`src/rtl/muldiv_pkg.sv`:
```
// muldiv_pkg: op codes, FSM states and op-class helpers
// shared by the HI/LO sequencer and its divider.
package muldiv_pkg;

  typedef enum logic [3:0] {
    MD_MULT  = 4'd0,
    MD_MULTU = 4'd1,
    MD_MADD  = 4'd2,
    MD_MADDU = 4'd3,
    MD_MSUB  = 4'd4,
    MD_MSUBU = 4'd5,
    MD_DIV   = 4'd6,
    MD_DIVU  = 4'd7
  } md_op_t;

  typedef enum logic [1:0] {
    IDLE = 2'd0,
    MUL  = 2'd1,
    DIV  = 2'd2,
    DONE = 2'd3
  } md_state_t;

  function automatic logic is_valid_op(logic [3:0] op);
    return op <= 4'd7;
  endfunction

  function automatic logic is_mul_op(logic [3:0] op);
    return op <= 4'd5;
  endfunction

  function automatic logic is_signed_op(logic [3:0] op);
    logic s;
    case (op)
      MD_MULT, MD_MADD, MD_MSUB, MD_DIV: s = 1'b1;
      default:                           s = 1'b0;
    endcase
    return s;
  endfunction

endpackage

```
`src/rtl/muldiv_seq_div.sv`:
```
// div_radix2: restoring radix-2 divider on unsigned magnitudes.
// Ports: clk/rst, load (capture operands), step (one quotient bit),
// dividend/divisor in, quot/rem out, last (final step this cycle).
module div_radix2 #(
  parameter int W = 32
) (
  input  logic         clk,
  input  logic         rst,
  input  logic         load,
  input  logic         step,
  input  logic [W-1:0] dividend,
  input  logic [W-1:0] divisor,
  output logic [W-1:0] quot,
  output logic [W-1:0] rem,
  output logic         last
);

  localparam int CW = $clog2(W);

  logic [W-1:0]  dvs;
  logic [CW-1:0] cnt;
  logic [W:0]    sh;
  logic [W:0]    trial;

  // quot starts as the dividend and shifts it out into rem
  // while quotient bits shift in from the bottom.
  assign sh    = {rem, quot[W-1]};
  assign trial = sh - {1'b0, dvs};
  assign last  = step & (cnt == CW'(W - 1));

  always_ff @(posedge clk or posedge rst) begin
    if (rst) begin
      dvs  <= '0;
      cnt  <= '0;
      quot <= '0;
      rem  <= '0;
    end else if (load) begin
      dvs  <= divisor;
      cnt  <= '0;
      quot <= dividend;
      rem  <= '0;
    end else if (step) begin
      cnt  <= cnt + 1'b1;
      quot <= {quot[W-2:0], ~trial[W]};
      rem  <= trial[W] ? sh[W-1:0] : trial[W-1:0];
    end
  end

endmodule

```
`src/rtl/muldiv_seq.sv`:
```
// muldiv_seq: HI/LO op sequencer. Drives the external pipelined
// multiplier (mul_*), runs DIV/DIVU on div_radix2, owns EX stall,
// flush abort and the one-cycle HI/LO write (hilo_we_o, hi_o, lo_o).
// Inputs: clk_i, rst_i, start_i, flush_i, op_i, a_i, b_i, hi_i, lo_i,
// mul_p_i. Outputs: mul_ce/sclr/signed/a/b, stall_o, busy_o, hilo_*.
// Build option MULDIV_DIV_ZERO_FAST_EN: divide by zero skips DIV.
module muldiv_seq
  import muldiv_pkg::*;
#(
  parameter int MUL_LAT = 6,
  parameter int DIV_W   = 32
) (
  input  logic             clk_i,
  input  logic             rst_i,
  input  logic             start_i,
  input  logic             flush_i,
  input  logic [3:0]       op_i,
  input  logic [DIV_W-1:0] a_i,
  input  logic [DIV_W-1:0] b_i,
  input  logic [DIV_W-1:0] hi_i,
  input  logic [DIV_W-1:0] lo_i,
  output logic             mul_ce_o,
  output logic             mul_sclr_o,
  output logic             mul_signed_o,
  output logic [DIV_W-1:0] mul_a_o,
  output logic [DIV_W-1:0] mul_b_o,
  input  logic [2*DIV_W-1:0] mul_p_i,
  output logic             stall_o,
  output logic             busy_o,
  output logic             hilo_we_o,
  output logic [DIV_W-1:0] hi_o,
  output logic [DIV_W-1:0] lo_o
);

  localparam int W = DIV_W;

  md_state_t       state;
  md_op_t          op_q;
  logic [W-1:0]    a_q, b_q, hi_q, lo_q;
  logic [2*W-1:0]  res_q, res_nxt;
  logic [3:0]      cnt;
  logic            ce_q, sgn_q, we_q, dz_q;

  logic            accept, in_sgn, dz_in;
  logic [W-1:0]    a_mag_in, b_mag_in;
  logic            a_neg_q, b_neg_q;
  logic [W-1:0]    a_mag_q;
  logic [W-1:0]    div_q, div_r, q_raw, r_raw, q_fix, r_fix;
  logic            div_load, div_en, div_last;

  assign accept = (state == IDLE) & start_i & ~flush_i
                & is_valid_op(op_i);
  assign in_sgn = is_signed_op(op_i);

  assign a_mag_in = (in_sgn & a_i[W-1]) ? -a_i : a_i;
  assign b_mag_in = (in_sgn & b_i[W-1]) ? -b_i : b_i;

`ifdef MULDIV_DIV_ZERO_FAST_EN
  assign dz_in = (b_i == '0);
`else
  assign dz_in = 1'b0;
`endif

  assign div_load = accept & ~is_mul_op(op_i);
  assign div_en   = (state == DIV) & ~flush_i;

  div_radix2 #(.W(W)) u_div (
    .clk      (clk_i),
    .rst      (rst_i),
    .load     (div_load),
    .step     (div_en),
    .dividend (a_mag_in),
    .divisor  (b_mag_in),
    .quot     (div_q),
    .rem      (div_r),
    .last     (div_last)
  );

  assign a_neg_q = sgn_q & a_q[W-1];
  assign b_neg_q = sgn_q & b_q[W-1];
  assign a_mag_q = a_neg_q ? -a_q : a_q;

  // fast divide-by-zero never ran the divider: synthesize
  // what the full restoring pass would have produced
  assign q_raw = dz_q ? '1 : div_q;
  assign r_raw = dz_q ? a_mag_q : div_r;
  assign q_fix = (a_neg_q ^ b_neg_q) ? -q_raw : q_raw;
  assign r_fix = a_neg_q ? -r_raw : r_raw;

  // product is only valid in DONE (after MUL_LAT enabled edges),
  // so the mul result is formed there and registered on exit
  always_comb begin
    res_nxt = res_q;
    unique case (op_q)
      MD_MULT, MD_MULTU: res_nxt = mul_p_i;
      MD_MADD, MD_MADDU: res_nxt = {hi_q, lo_q} + mul_p_i;
      MD_MSUB, MD_MSUBU: res_nxt = {hi_q, lo_q} - mul_p_i;
      MD_DIV, MD_DIVU:   res_nxt = {r_fix, q_fix};
      default:           res_nxt = res_q;
    endcase
  end

  always_ff @(posedge clk_i or posedge rst_i) begin
    if (rst_i) begin
      state <= IDLE;
      op_q  <= MD_MULT;
      a_q   <= '0;
      b_q   <= '0;
      hi_q  <= '0;
      lo_q  <= '0;
      res_q <= '0;
      cnt   <= '0;
      ce_q  <= 1'b0;
      sgn_q <= 1'b0;
      we_q  <= 1'b0;
      dz_q  <= 1'b0;
    end else if (flush_i) begin
      state <= IDLE;
      cnt   <= '0;
      ce_q  <= 1'b0;
      we_q  <= 1'b0;
    end else begin
      case (state)
        IDLE: begin
          if (accept) begin
            op_q  <= md_op_t'(op_i);
            a_q   <= a_i;
            b_q   <= b_i;
            hi_q  <= hi_i;
            lo_q  <= lo_i;
            sgn_q <= in_sgn;
            dz_q  <= dz_in;
            cnt   <= '0;
            if (is_mul_op(op_i)) begin
              state <= MUL;
              ce_q  <= 1'b1;
            end else if (dz_in) begin
              state <= DONE;
              we_q  <= 1'b1;
            end else begin
              state <= DIV;
            end
          end
        end
        MUL: begin
          if (cnt == 4'(MUL_LAT - 1)) begin
            state <= DONE;
            ce_q  <= 1'b0;
            we_q  <= 1'b1;
          end else begin
            cnt <= cnt + 1'b1;
          end
        end
        DIV: begin
          if (div_last) begin
            state <= DONE;
            we_q  <= 1'b1;
          end
        end
        DONE: begin
          res_q <= res_nxt;
          we_q  <= 1'b0;
          state <= IDLE;
        end
        default: state <= IDLE;
      endcase
    end
  end

  assign mul_ce_o     = ce_q;
  assign mul_sclr_o   = flush_i;
  assign mul_signed_o = sgn_q;
  assign mul_a_o      = a_q;
  assign mul_b_o      = b_q;

  assign stall_o   = accept | (state == MUL) | (state == DIV);
  assign busy_o    = (state != IDLE);
  assign hilo_we_o = we_q & ~flush_i;

  assign hi_o = (state == DONE) ? res_nxt[2*W-1:W] : res_q[2*W-1:W];
  assign lo_o = (state == DONE) ? res_nxt[W-1:0]   : res_q[W-1:0];

endmodule
```
`config.mk`:
```
export PLATFORM = sky130hd
export DESIGN_NAME = muldiv_seq
export DESIGN_NICKNAME = d
export VERILOG_FILES = /design/src/rtl/muldiv_pkg.sv /design/src/rtl/muldiv_seq_div.sv /design/src/rtl/muldiv_seq.sv
export SDC_FILE = /design/constraint.sdc
export NUM_CORES = 1
export LEC_CHECK = 0
export BUFFER_PORTS_ARGS = -buffer_cell sky130_fd_sc_hd__buf_2
export CAP_MARGIN = 15
export CELL_PAD_IN_SITES_DETAIL_PLACEMENT = 1
export CELL_PAD_IN_SITES_GLOBAL_PLACEMENT = 2
export CORE_UTILIZATION = 37
export DETAILED_ROUTE_END_ITERATION = 7
export GPL_TIMING_DRIVEN = 0
export PLACE_DENSITY = 0.92
export SYNTH_ARGS = -nofsm -noshare
export SYNTH_HDL_FRONTEND = slang
export SYNTH_SLANG_ARGS = --single-unit
```
`constraint.sdc`:
```
create_clock -name clk_i -period 14.3 [get_ports clk_i]
set_clock_uncertainty 0.15 [all_clocks]
set_input_delay 1.43 -clock clk_i [delete_from_list [all_inputs] [get_ports clk_i]]
set_output_delay 1.43 -clock clk_i [all_outputs]
set_load 0.005 [all_outputs]
```
# After elaboration in Yosys (flattened, before gate mapping)

Index checks and enable logic that the tools add are counted.

Register bits after elaboration: 306
Word-level logic and storage cells: 115

Add/sub/neg operators: 9
Magnitude comparators: 2
Equality and inequality tests: 21
Mux-type cells: 34
Bitwise operators: 17
Reduce and logical (&&, ||, !) cells: 17

Operators by type and width:

| cell                                                                   | count |
|---|---|
| 32-bit 2-to-1 mux                                                      | 11 |
| 64-bit one-hot mux with 4 select lines                                 | 1 |
| 32-bit negation                                                        | 4 |
| 64-bit adder                                                           | 1 |
| 64-bit subtractor                                                      | 1 |
| 33-bit by 32-bit subtractor with 33-bit output                         | 1 |
| 4-bit by 3-bit == test with 1-bit output (second input constant)       | 7 |
| 4-bit by 2-bit == test with 1-bit output (second input constant)       | 3 |
| 4-bit 2-to-1 mux                                                       | 3 |
| 3-bit inequality test (second input constant)                          | 4 |
| 3-bit AND reduction                                                    | 4 |
| 1-bit AND                                                              | 11 |
| 2-bit 2-to-1 mux                                                       | 5 |
| 5-bit 2-to-1 mux                                                       | 2 |
| 4-bit by 3-bit <= comparator with 1-bit output (second input constant) | 2 |
| 4-bit logical NOT                                                      | 2 |
| 1-bit 2-to-1 mux                                                       | 8 |
| 2-bit one-hot mux with 4 select lines                                  | 1 |
| 4-bit one-hot mux with 2 select lines                                  | 1 |
| 2-bit OR reduction                                                     | 4 |
| 5-bit by 1-bit adder with 5-bit output (second input constant)         | 1 |
| 5-bit == test (second input constant)                                  | 1 |
| 4-bit by 1-bit adder with 4-bit output (second input constant)         | 1 |
| 2-bit == test (second input constant)                                  | 2 |
| 15 further kinds                                                       | 19 |

# Depth between registers and ports, before layout

Gate-level depths: netlist of run 1.

Depth after elaboration: 7
Mapped depth: 25

# Cells and area by module

Synthesis of run 1 repeated with hierarchy kept, for this count alone.

Cell total of the unflattened synthesis: 2,891
Area total of the unflattened synthesis: 24,049.3 µm²

By module, submodules not included:

| module     | times used | cells each | area an instance (µm²) | sequential area each (µm²) |
|---|---|---|---|---|
| muldiv_seq | 1          | 2,184      | 17,793.3               | 5,104.9 |
| div_radix2 | 1          | 707        | 6,256.0                | 2,527.4 |

# Least setup slack after synthesis of run 1

Ideal clock, no wire load.

Path kind: input-to-output
From: in mul_p_i[11]
To: out hi_o[30]
Arrival: 6,182 ps
Required time: 12,720 ps
Setup slack: 6,538 ps
Stages: 18
Path through: or4_4 -> nor4_4 -> nor4b_2 -> nand3_1 -> o31ai_1 -> xor2_1 -> ha_1 -> clkbuf_1 -> a21oi_1 -> o21ai_0 -> a2111oi_0 -> o22a_1 -> nor3_1 -> or3b_2 -> a21oi_1 -> o21ai_0 -> o311a_1 -> a21oi_1

Longest elaborated chain between the ends: 3

Ends and longest elaborated chain:

| what                                              | line                               | source |
|---|---|---|
| start: declaration                                | muldiv_seq.sv:27                   | `input logic [2*DIV_W-1:0] mul_p_i,` |
| 64-bit subtractor or 64-bit adder (tied branches) | muldiv_seq.sv:97, muldiv_seq.sv:96 |  |
| 64-bit one-hot mux with 4 select lines (*)        | muldiv_seq.sv:94                   | `unique case (op_q)` |
| 32-bit 2-to-1 mux (*)                             | muldiv_seq.sv:180                  | `assign hi_o = (state == DONE) ? res_nxt[2*W-1:W] : res_q[2*W-1:W];` |
| end: declaration                                  | muldiv_seq.sv:31                   | `output logic [DIV_W-1:0] hi_o,` |

Every way passes the cells marked *; elsewhere a longest branch is shown, timed or not.

# Worst setup path in the final report of run 1

From: in mul_p_i[5]
To: out hi_o[31]

The elaborated chain is that of the path after synthesis.

==> metrics.cfg, run 1 <==
[die]
rows = 92
die_area_mm2 = 0.06501
coreArea_mm2 = 0.06320
die_x_um = 255.0
io-pin-count = 334
start_util_pct = 37.47
fp.dieH_um = 255.0

[worst_setup_path]
cp-end-kind = output pin
crit_type = in -> out
required_ns = 12.72
crit_arrival_ns = 8.37
start_kind = primary input
cp_max_fo = 10
reg2reg_depth = 19
regToRegStartpoint = op_q[2]
crit_start = mul_p_i[5]

[finish]
design_area_mm2 = 0.02792
n_antenna_cell = 0
nFillCells = 7973
instances_no_fill = 4360
layout-drive-gt1-share_pct = 12.98
multi_input_area_mm2 = 0.01504
ff_latch_area_mm2 = 0.007632
syn2layout_area_growth_pct = 17.94
nets = 3794

[detailed_routing]
dr.pass1.iters = 7
post-route-drc-count = 0
drt_wl_total_um = 97770
num_vias = 24560
ant_nets = 0
drt_iter0_markers = 1917
wl_per_cell_um = 22.42
post_drt_via_cell_ratio = 5.633

[sta]
rsz0062_at_grt = no
slew-limit-headroom_pct = 18.50
worst_slew_pin_slew_ns = 1.223
max_freq_mhz = 100.5
slew_violations = 0
hold_viol = 0
finalCritPeriodShare_pct = 69.58
final.setup.tns_ns = 0
setup_viol = 0
min_period_ns = 9.951

[place]
place_hpwl_um = 78010
dpl.cell_count = 4288
port_buffers = 332
dpl_cell_area_mm2 = 0.02652
gp_congestion = 0.9870

[clocking]
root_buffer = clkbuf_16
cts_sinks = 305
clk_pin_slew_ns = 0.05
cts_tree = yes
post_cts_buffers = 0
clkLatencyLatePin_ns = 0.59
post_cts_resized = 0
numCtsBuffers = 39
cts_max_level = 2
cts_hold_buf = 0
clk_path_buf_depth = 3

[hold_path]
timing.hold.worst.start = mul_b_o[5]
min_path_type = reg -> reg
hold_depth = 2

[synthesis]
yosysTopAreaCell = dfrtp_1
yosysWarnings = 0
yosys-top-cells-area = dfrtp_1 32%, nand2_1 11%, ha_1 5.8%
synth_edf_count = 0
syn_nets = 3415
synth-async-reset-ratio_pct = 100.0
yosysSeqAreaShare_pct = 32.24
syn_area_per_cell_um2 = 7.628
synth_top_family_by_area = compound AO/OA/AOI/OAI gates
synth_compound_area_share_pct = 22.51
mappedNetlistArea_mm2 = 0.02368
synth_top_area_share_pct = 32.24
syn_inst = 3104
synth_xor_area_share_pct = 9.724
yosys.cell_types.count = 79
yosys.area_share.simple_pct = 22.50
synth_fa_ha_area_share_pct = 5.929
synthFlopType = dfrtp_1
ys_ff_latch = 305
synth_mux_area_share_pct = 2.822

[power]
peakVddDrop_mv = 0.09567
p_leak_nw = 12.82
power_density_mw_per_mm2 = 281.8

[outcome]
status = finished, final reports clean

[global_route]
grt_pass1_wl_um = 149200
grt_max_degree = 112
antenna_found_initial = 2
track_usage_pct = 29.95
grt_overflow = 0
grt_pass1_vias = 24710

[job]
maxCapViolCount = 0

## metal layers
layer	track usage, %	up-vias	part of all wire [%]
met3	3.498	177	5.9
met5	0	-	0.010
met2	48.70	764	46
met4	12.27	2	4.1
li1	-	11600	-
met1	40.29	12020	44
## Yosys cell counts, types with 44 or more instances
| cell type | instances |
|---|---|
| a21oi_1 | 244 |
| nor2_1 | 237 |
| a21o_1 | 57 |
| o31ai_1 | 44 |
| ha_1 | 109 |
| inv_1 | 92 |
| xor2_1 | 130 |
| mux2i_1 | 51 |
| a31oi_1 | 52 |
| nand3_1 | 47 |
| dfrtp_1 | 305 |
| xnor2_1 | 131 |
| o21ai_0 | 270 |
| clkbuf_1 | 165 |
| nand2_1 | 691 |
## worst paths after layout
check                      slack [ns]          end
setup / recovery                 4.35     hi_o[31]
hold / removal                   0.32   mul_b_o[5]
setup reg to reg                 7.04    res_q[63]
hold reg to reg                  0.32   mul_b_o[5]
max in group asynchronous       12.06     hi_q[27]
min in group asynchronous        0.85  mul_a_o[14]
## registers in the layout (all words and copies together), names as in the netlist, 4 cells and up
name        count
hi_q           32
mul_b_o        32
u_div.dvs      32
u_div.quot     32
lo_q           32
cnt             4
u_div.rem      32
mul_a_o        32
u_div.cnt       5
res_q          64
## cell families after synthesis
logic type / after synthesis
adders and majority gates: 111
muxes: 65
xor gates and xnor gates: 262
AOI/OAI and AO/OA: 871
buffers and inverters: 268
DFF: 305
and+or+nand+nor: 1222
## worst max-delay path: stages
cell      delay, ns
buf_2          0.15
nor4_1         0.37
nand2_1        0.16
nor3_1         0.65
nand4_1        0.49
nor3_1         0.58
nand3_1        0.35
nor4_2         0.53
nand2_1        0.20
nor4_1         0.20
nor2_1         0.08
xnor2_1        0.16
ha_1           0.27
clkbuf_1       0.38
nand4_1        0.25
or2_2          0.33
o22ai_1        0.24
o221ai_1       0.20
a21oi_1        0.16
nor2_1         0.08
o31ai_1        0.16
xnor2_1        0.19
a221oi_2       0.49
o21ai_1        0.11
buf_2          0.15
## final cells by class
class	instances	area share (%)
buffer	175	2.384
clock buffer	52	4.104
clock inverter	20	0.9409
inverter	93	1.277
multi-input combinational	2531	53.85
sequential	305	27.33
tap	846	3.791
timing repair buffer	338	6.322
## cells in the final DEF, fill, tap and decap left out, drive strengths merged, types with 44 or more instances in the layout
| cell type | count |
|---|---|
| nand2 | 691 |
| buf | 348 |
| dfrtp | 305 |
| o21ai | 272 |
| a21oi | 244 |
| nor2 | 238 |
| clkbuf | 217 |
| xnor2 | 132 |
| xor2 | 130 |
| ha | 109 |
| inv | 94 |
| a21o | 57 |
| a31oi | 52 |
| mux2i | 51 |
| nand3 | 47 |
| o31ai | 44 |
## metrics by stage
step / utilization (%) / power, mW / hold slack (ns) / setup slack [ns]
after floorplan: - / 4.965 / 0.2997 / 4.289
after global placement: 41.77 / 6.542 / 0.3061 / 0.1248
after detailed placement: 41.96 / 6.649 / 0.3093 / 4.584
after CTS: 44.19 / 7.788 / 0.3264 / 4.555
after global routing: 44.19 / 8.449 / 0.3419 / 4.025
final: 44.19 / 7.870 / 0.3185 / 4.349
## power breakdown
group          internal (mW)  total, mW  switching [mW]
Combinational           1.91       5.17            3.26
Clock                  0.657       1.09           0.434
Sequential              1.24       1.61           0.377
Total                   3.80       7.87            4.07
Note: power is estimated with default switching activity, not from simulation.
==> run 2: changes to the inputs <==
- CORE_UTILIZATION: 37 -> 34
- PLACE_DENSITY: 0.92 -> 0.85
- clock period: 14.3 -> 9.4 ns (I/O delays scaled with it)
==> run 2 against run 1 <==
Sequential power is 52% higher. Clock power is 50% higher. Global-route usage is 2.0 points lower. Non-clock buffer count is 7 higher. Largest cell class unchanged.
==> metrics.cfg, run 2 (synthesis results as in run 1) <==
[worst_setup_path]
start_kind = flop
crit_chain = clkbuf_1, clkinv_1, nor3_2, clkbuf_1, nor2_1, xnor2_1, ha_1, clkbuf_1, nand4_1, or2_2, or3_1, a21oi_1, o21ai_0, o21ai_0, a41oi_1, o31ai_1, xnor2_1, a221oi_2, o21ai_1, buf_2
reg2reg_depth = 19
crit_type = reg -> out
required_ns = 8.31
cpMostUsedCell = clkbuf_1
path_buf_inv = 5
worstSetupPathDepth = 20
slowest_stage = clkbuf_1
cp-end-kind = output pin
crit_path_max_incr_delay_ns = 0.79
crit_arrival_ns = 7.85
crit_family = compound AO/OA/AOI/OAI gates
cp_max_fo = 10

[power]
power.share.combinational_pct = 65.9
peakVddDrop_mv = 0.1352
p_sw_share_pct = 52.16
power.switching_mw = 6.255
clock_power_share_pct = 13.6
p_seq_share_pct = 20.4
p_leak_nw = 12.86
power_mw = 11.99
power_density_mw_per_mm2 = 426.3
p_int_mw = 5.738

[sta]
finalCritPeriodShare_pct = 95.10
rsz0062_at_grt = no
max_freq_mhz = 111.9
setup_viol = 0
slew-limit-headroom_pct = 27.06
final.setup.tns_ns = 0
slew_violations = 0
min_period_ns = 8.939
worst_slew_pin_slew_ns = 1.090
hold_viol = 0

[clocking]
post_cts_buffers = 0
cts_hold_buf = 0
clkLatencyLatePin_ns = 0.60
clk_path_buf_depth = 3
cts_sinks = 305
cts_max_level = 2
root_buffer = clkbuf_16
post_cts_resized = 0
clk_pin_slew_ns = 0.06
numCtsBuffers = 40
cts_tree = yes

[detailed_routing]
met2_length_um = 46130
ant_nets = 0
top_layer = met5
dr.pass1.iters = 6
num_vias = 24580
drt_wl_total_um = 100200
route.met3.wl_um = 4566
post-route-drc-count = 0
drt-met1-wl_um = 45750
wl_per_cell_um = 22.50
drt_iter0_markers = 1696
post_drt_via_cell_ratio = 5.518

[global_route]
antenna_found_initial = 5
grt_pass1_wl_um = 152000
grt_overflow = 0
grt_pass1_vias = 24800
grt_max_degree = 41
track_usage_pct = 27.94

[outcome]
status = finished, final reports clean

[finish]
largest-register = res_q
layout-drive-gt1-share_pct = 13.26
syn2layout_area_growth_pct = 18.81
largest_reg_flops = 64
n_antenna_cell = 0
final_common_cell = nand2_1
layout_common_cells = 691 x nand2_1, 335 x buf_2, 305 x dfrtp_1, 270 x o21ai_0, 244 x a21oi_1
nets = 3802

[die]
io-pin-count = 334
die_x_um = 265.9
die_area_mm2 = 0.07069
rows = 96
fp.dieH_um = 265.9
start_util_pct = 34.46
coreArea_mm2 = 0.06871

[hold_path]
min_path_type = in -> async

[place]
place_hpwl_um = 80820
port_buffers = 332
gp_congestion = 0.9371

[job]
maxCapViolCount = 0

-- run 2: cell count changes in the layout (fill, tap and decap cells not counted), moves of 2 or more --
cell / change
clkbuf_8: -4
buf_16: -2
clkinv_2: +3
clkinvlp_4: +4
buf_12: +9
-- run 2: routing by layer --
layer	global-route usage [%]	vias up
met2	45.77	619
met5	0	-
met1	37.65	12170
li1	-	11620
met3	3.401	161
met4	10.25	4
-- run 2: cell type report --
| class | count | area (um^2) |
|---|---|---|
| sequential | 305 | 7632 |
| timing repair buffer | 345 | 1891 |
| clock buffer | 48 | 1091 |
| multi-input combinational | 2531 | 15040 |
| fill | 8601 | 40580 |
| tap | 931 | 1165 |
| buffer | 175 | 666.9 |
| clock inverter | 26 | 290.3 |
| inverter | 93 | 352.8 |
-- run 2: worst register-to-register path, cell delays in order, from the launching register on --
cell and delay (ns):
dfrtp_1 0.33, clkbuf_1 0.28, clkinv_1 0.36, nor3_2 0.66
clkbuf_1 0.79, nor2_1 0.16, xnor2_1 0.17, ha_1 0.27
clkbuf_1 0.34, nand4_1 0.22, or2_2 0.33, or3_1 0.35
a21oi_1 0.22, o21ai_0 0.28, o21ai_0 0.47, a41oi_1 0.39
o31ai_1 0.66, xnor2_1 0.18, a221oi_2 0.49, o21ai_1 0.13
-- run 2: path summary, 6_finish.rpt --
path                             from          end  slack, ns
max in group asynchronous       rst_i    res_q[43]       7.62
min                             rst_i  mul_a_o[26]       0.16
min reg2reg                mul_b_o[2]   mul_b_o[2]       0.32
max reg2reg                   op_q[2]    res_q[63]       2.03
min in group clk_i         mul_b_o[2]   mul_b_o[2]       0.32
max                           op_q[2]     hi_o[31]       0.46
-- run 2: power by group through the flow --
stage | Sequential [mW] | Clock [mW] | Combinational (mW)
floorplan | 2.26 | 0 | 5.29
global placement | 2.44 | 0 | 7.61
detailed placement | 2.45 | 0 | 7.74
CTS | 2.44 | 1.67 | 7.79
global route | 2.52 | 1.71 | 8.63
finish | 2.45 | 1.64 | 7.91
-- run 2: through the flow --
stage	utilization (%)	cells	hold WS, ns	instance area, um^2	setup WS (ns)
3_5_place_dp	38.93	4380	0.3071	26740	0.5525
3_3_place_gp	38.58	4367	0.3034	26510	0.6167
2_1_floorplan	-	3104	0.2997	23680	2.618
5_1_grt	40.94	4454	0.1770	28130	0.2525
6_report	40.94	4454	0.1602	28130	0.4611
4_1_cts	40.94	4454	0.1463	28130	0.5055
==> run 3: changes to the inputs <==
- CAP_MARGIN: 15 -> 40
- CORE_UTILIZATION: 34 -> 35
- SYNTH_HIERARCHICAL: default -> 1
==> run 3 against run 2 <==
Critical path depth unchanged. Core utilization up 0.95 points. Area after synthesis up 1.6%. Largest cell class unchanged. Sequential share of layout area down 0.20 points. Final cell count down 6.2%. Critical path type unchanged. Non-clock buffer count down 14. Largest power group unchanged. Via count down 2.1%.
==> metrics.cfg, run 3 <==
[worst_setup_path]
start_kind = flop
cp-end-kind = output pin
r2r_slack_ns = 2.73
crit_arrival_ns = 7.53
regToRegStartpoint = op_q[2]
reg2reg_depth = 19
r2r_end = res_q[58]
cp_max_fo = 10
required_ns = 8.31
crit_type = reg -> out

[global_route]
antenna_found_initial = 4
track_usage_pct = 29.17
grt_max_degree = 110
grt_overflow = 0
grt_pass1_vias = 25290
grt_pass1_wl_um = 156600

[sta]
slew-limit-headroom_pct = 37.99
rsz0062_at_grt = no
setup_viol = 0
fin_ws_ns = 0.7757
finalCritPeriodShare_pct = 91.75
final.setup.tns_ns = 0
hold_viol = 0
min_period_ns = 8.624
max_freq_mhz = 116.0
slew_violations = 0
worst_slew_pin_slew_ns = 0.9301

[finish]
layout_common_cells = 338 x buf_2, 314 x nand2_1, 305 x dfrtp_1, 273 x o21ai_0, 250 x a21oi_1
instances_no_fill = 4180
nets = 3590
largest_reg_flops = 64
nFillCells = 8228
final_common_cell = buf_2
syn2layout_area_growth_pct = 17.82
final_util_pct = 41.89
layout-drive-gt1-share_pct = 17.97
largest-register = res_q

[synthesis]
synth_edf_count = 0
syn_nets = 3202
syn_area_per_cell_um2 = 8.319
mappedNetlistArea_mm2 = 0.02405
yosysSeqAreaShare_pct = 31.74
yosys.cell_types.count = 90
yosys-top-cells-count = 314 x nand2_1, 305 x dfrtp_1, 273 x o21ai_0, 250 x a21oi_1, 248 x nor2_1
synth_top_area_share_pct = 31.74
yosysTopAreaCell = dfrtp_1
yosys-top-cells-area = dfrtp_1 32%, mux2_2 6.8%, o21ai_0 5.7%
yosysMostFrequentCell = nand2_1
ys_ff_latch = 305
syn_inst = 2891
synthFlopType = dfrtp_1
yosysWarnings = 6
synth-async-reset-ratio_pct = 100.0

[clocking]
cts_tree = yes
clk_path_buf_depth = 3
cts_max_level = 2
numCtsBuffers = 40
clkLatencyLatePin_ns = 0.60
root_buffer = clkbuf_16
post_cts_resized = 0
cts_sinks = 305
clk_pin_slew_ns = 0.05
post_cts_buffers = 0
cts_hold_buf = 0

[detailed_routing]
num_vias = 24070
ant_nets = 0
dr.pass1.iters = 5
drt_wl_total_um = 103000
post-route-drc-count = 0
wl_per_cell_um = 24.63
drt_iter0_markers = 1444
post_drt_via_cell_ratio = 5.758

[die]
rows = 95
die_x_um = 264.1
fp.dieH_um = 264.1
start_util_pct = 35.56
io-pin-count = 334
die_area_mm2 = 0.06976
coreArea_mm2 = 0.06763

[power]
peakVddDrop_mv = 0.1585
power_density_mw_per_mm2 = 458.8
p_leak_nw = 12.15

[hold_path]
min_path_type = in -> async

[job]
maxCapViolCount = 0

[place]
port_buffers = 333
place_hpwl_um = 84200
dpl.cell_count = 4110
gp_congestion = 0.9745
post-place-ws_ns = 0.9981

[outcome]
status = finished, final reports clean

-- run 3: cell count changes after synthesis, sizes merged, moves of 18 or more --
cell / delta
nand2: -376
mux2: +131
a21o: -22
clkbuf: -21
a31oi: -20
nor3: +18
-- run 3: per-layer routing --
layer	GRT usage, %	share of wire (%)
met2	49.08	47
met1	37.76	44
met5	0	0.026
met4	12.27	4.3
met3	3.346	4.8
-- run 3: final cells by class --
| type | instances | area, um^2 | area share [%] |
|---|---|---|---|
| clock buffers | 59 | 1174 | 4.142 |
| repair buffers | 346 | 1847 | 6.518 |
| multi-input cells | 2324 | 15400 | 54.35 |
| plain buffers | 160 | 636.9 | 2.248 |
| diodes | 2 | 5.005 | 0.01766 |
| well taps | 873 | 1092 | 3.855 |
| flip-flops and latches | 305 | 7632 | 26.94 |
| clock inverters | 9 | 156.4 | 0.5520 |
| inverters | 102 | 392.9 | 1.387 |
-- run 3: how the worst max path moves through the flow --
stage / from / endpoint / depth (start not counted)
after floorplan: rst_i / cnt[0] / 1
after global placement: rst_i / mul_a_o[4] / 2
after detailed placement: mul_p_i[10] / hi_o[31] / 22
after CTS: op_q[2] / hi_o[30] / 20
after global routing: mul_p_i[10] / hi_o[31] / 22
final: op_q[2] / hi_o[30] / 20
-- run 3: critical path, cell delays in order (launching register included) --
cell and delay [ns]:
dfrtp_1 0.33, clkbuf_1 0.21, clkbuf_1 0.51, buf_1 0.59, nand2_1 0.39, clkbuf_1 0.50
o21ai_0 0.25, xor2_1 0.10, ha_1 0.29, clkbuf_1 0.30, nand2_1 0.17, o211a_1 0.24
o21a_1 0.19, o41ai_1 0.70, nor2_1 0.23, a2111o_1 0.49, a21oi_1 0.24, or3_1 0.14
nand3_1 0.16, o21ai_0 0.66, buf_2 0.24
-- run 3: cells by family (layout without fill, tap and decap cells) --
| kind of cell | count (synthesis) | count (layout) | share of synthesized area [%] |
|---|---|---|---|
| compound gates | 856 | 856 | 21.88 |
| xor+xnor | 260 | 260 | 9.578 |
| fa+ha+maj | 111 | 111 | 5.837 |
| buf+inv | 262 | 676 | 4.235 |
| flops | 305 | 305 | 31.74 |
| mux | 213 | 213 | 9.620 |
| other cells | 0 | 2 | 0 |
| simple gates | 884 | 884 | 17.12 |
-- run 3: per-stage QoR --
| stage | hold WS, ns | total power [mW] | area [um^2] |
|---|---|---|---|
| final | 0.2755 | 13.00 | 28330 |
| after global routing | 0.2849 | 13.94 | 28330 |
| after CTS | 0.2619 | 12.92 | 28330 |
| after detailed placement | 0.3200 | 11.24 | 27000 |
| after global placement | 0.3116 | 11.00 | 26810 |
| after floorplan | 0.2997 | 8.235 | 24050 |
-- run 3: power by group --
part           total [mW]  internal, mW  leakage (nW)  switching, mW
Clock                1.59         0.949         0.649          0.642
Sequential           2.52          1.94          3.70          0.580
Combinational        8.89          3.33          7.80           5.56
Total                13.0          6.22          12.1           6.78
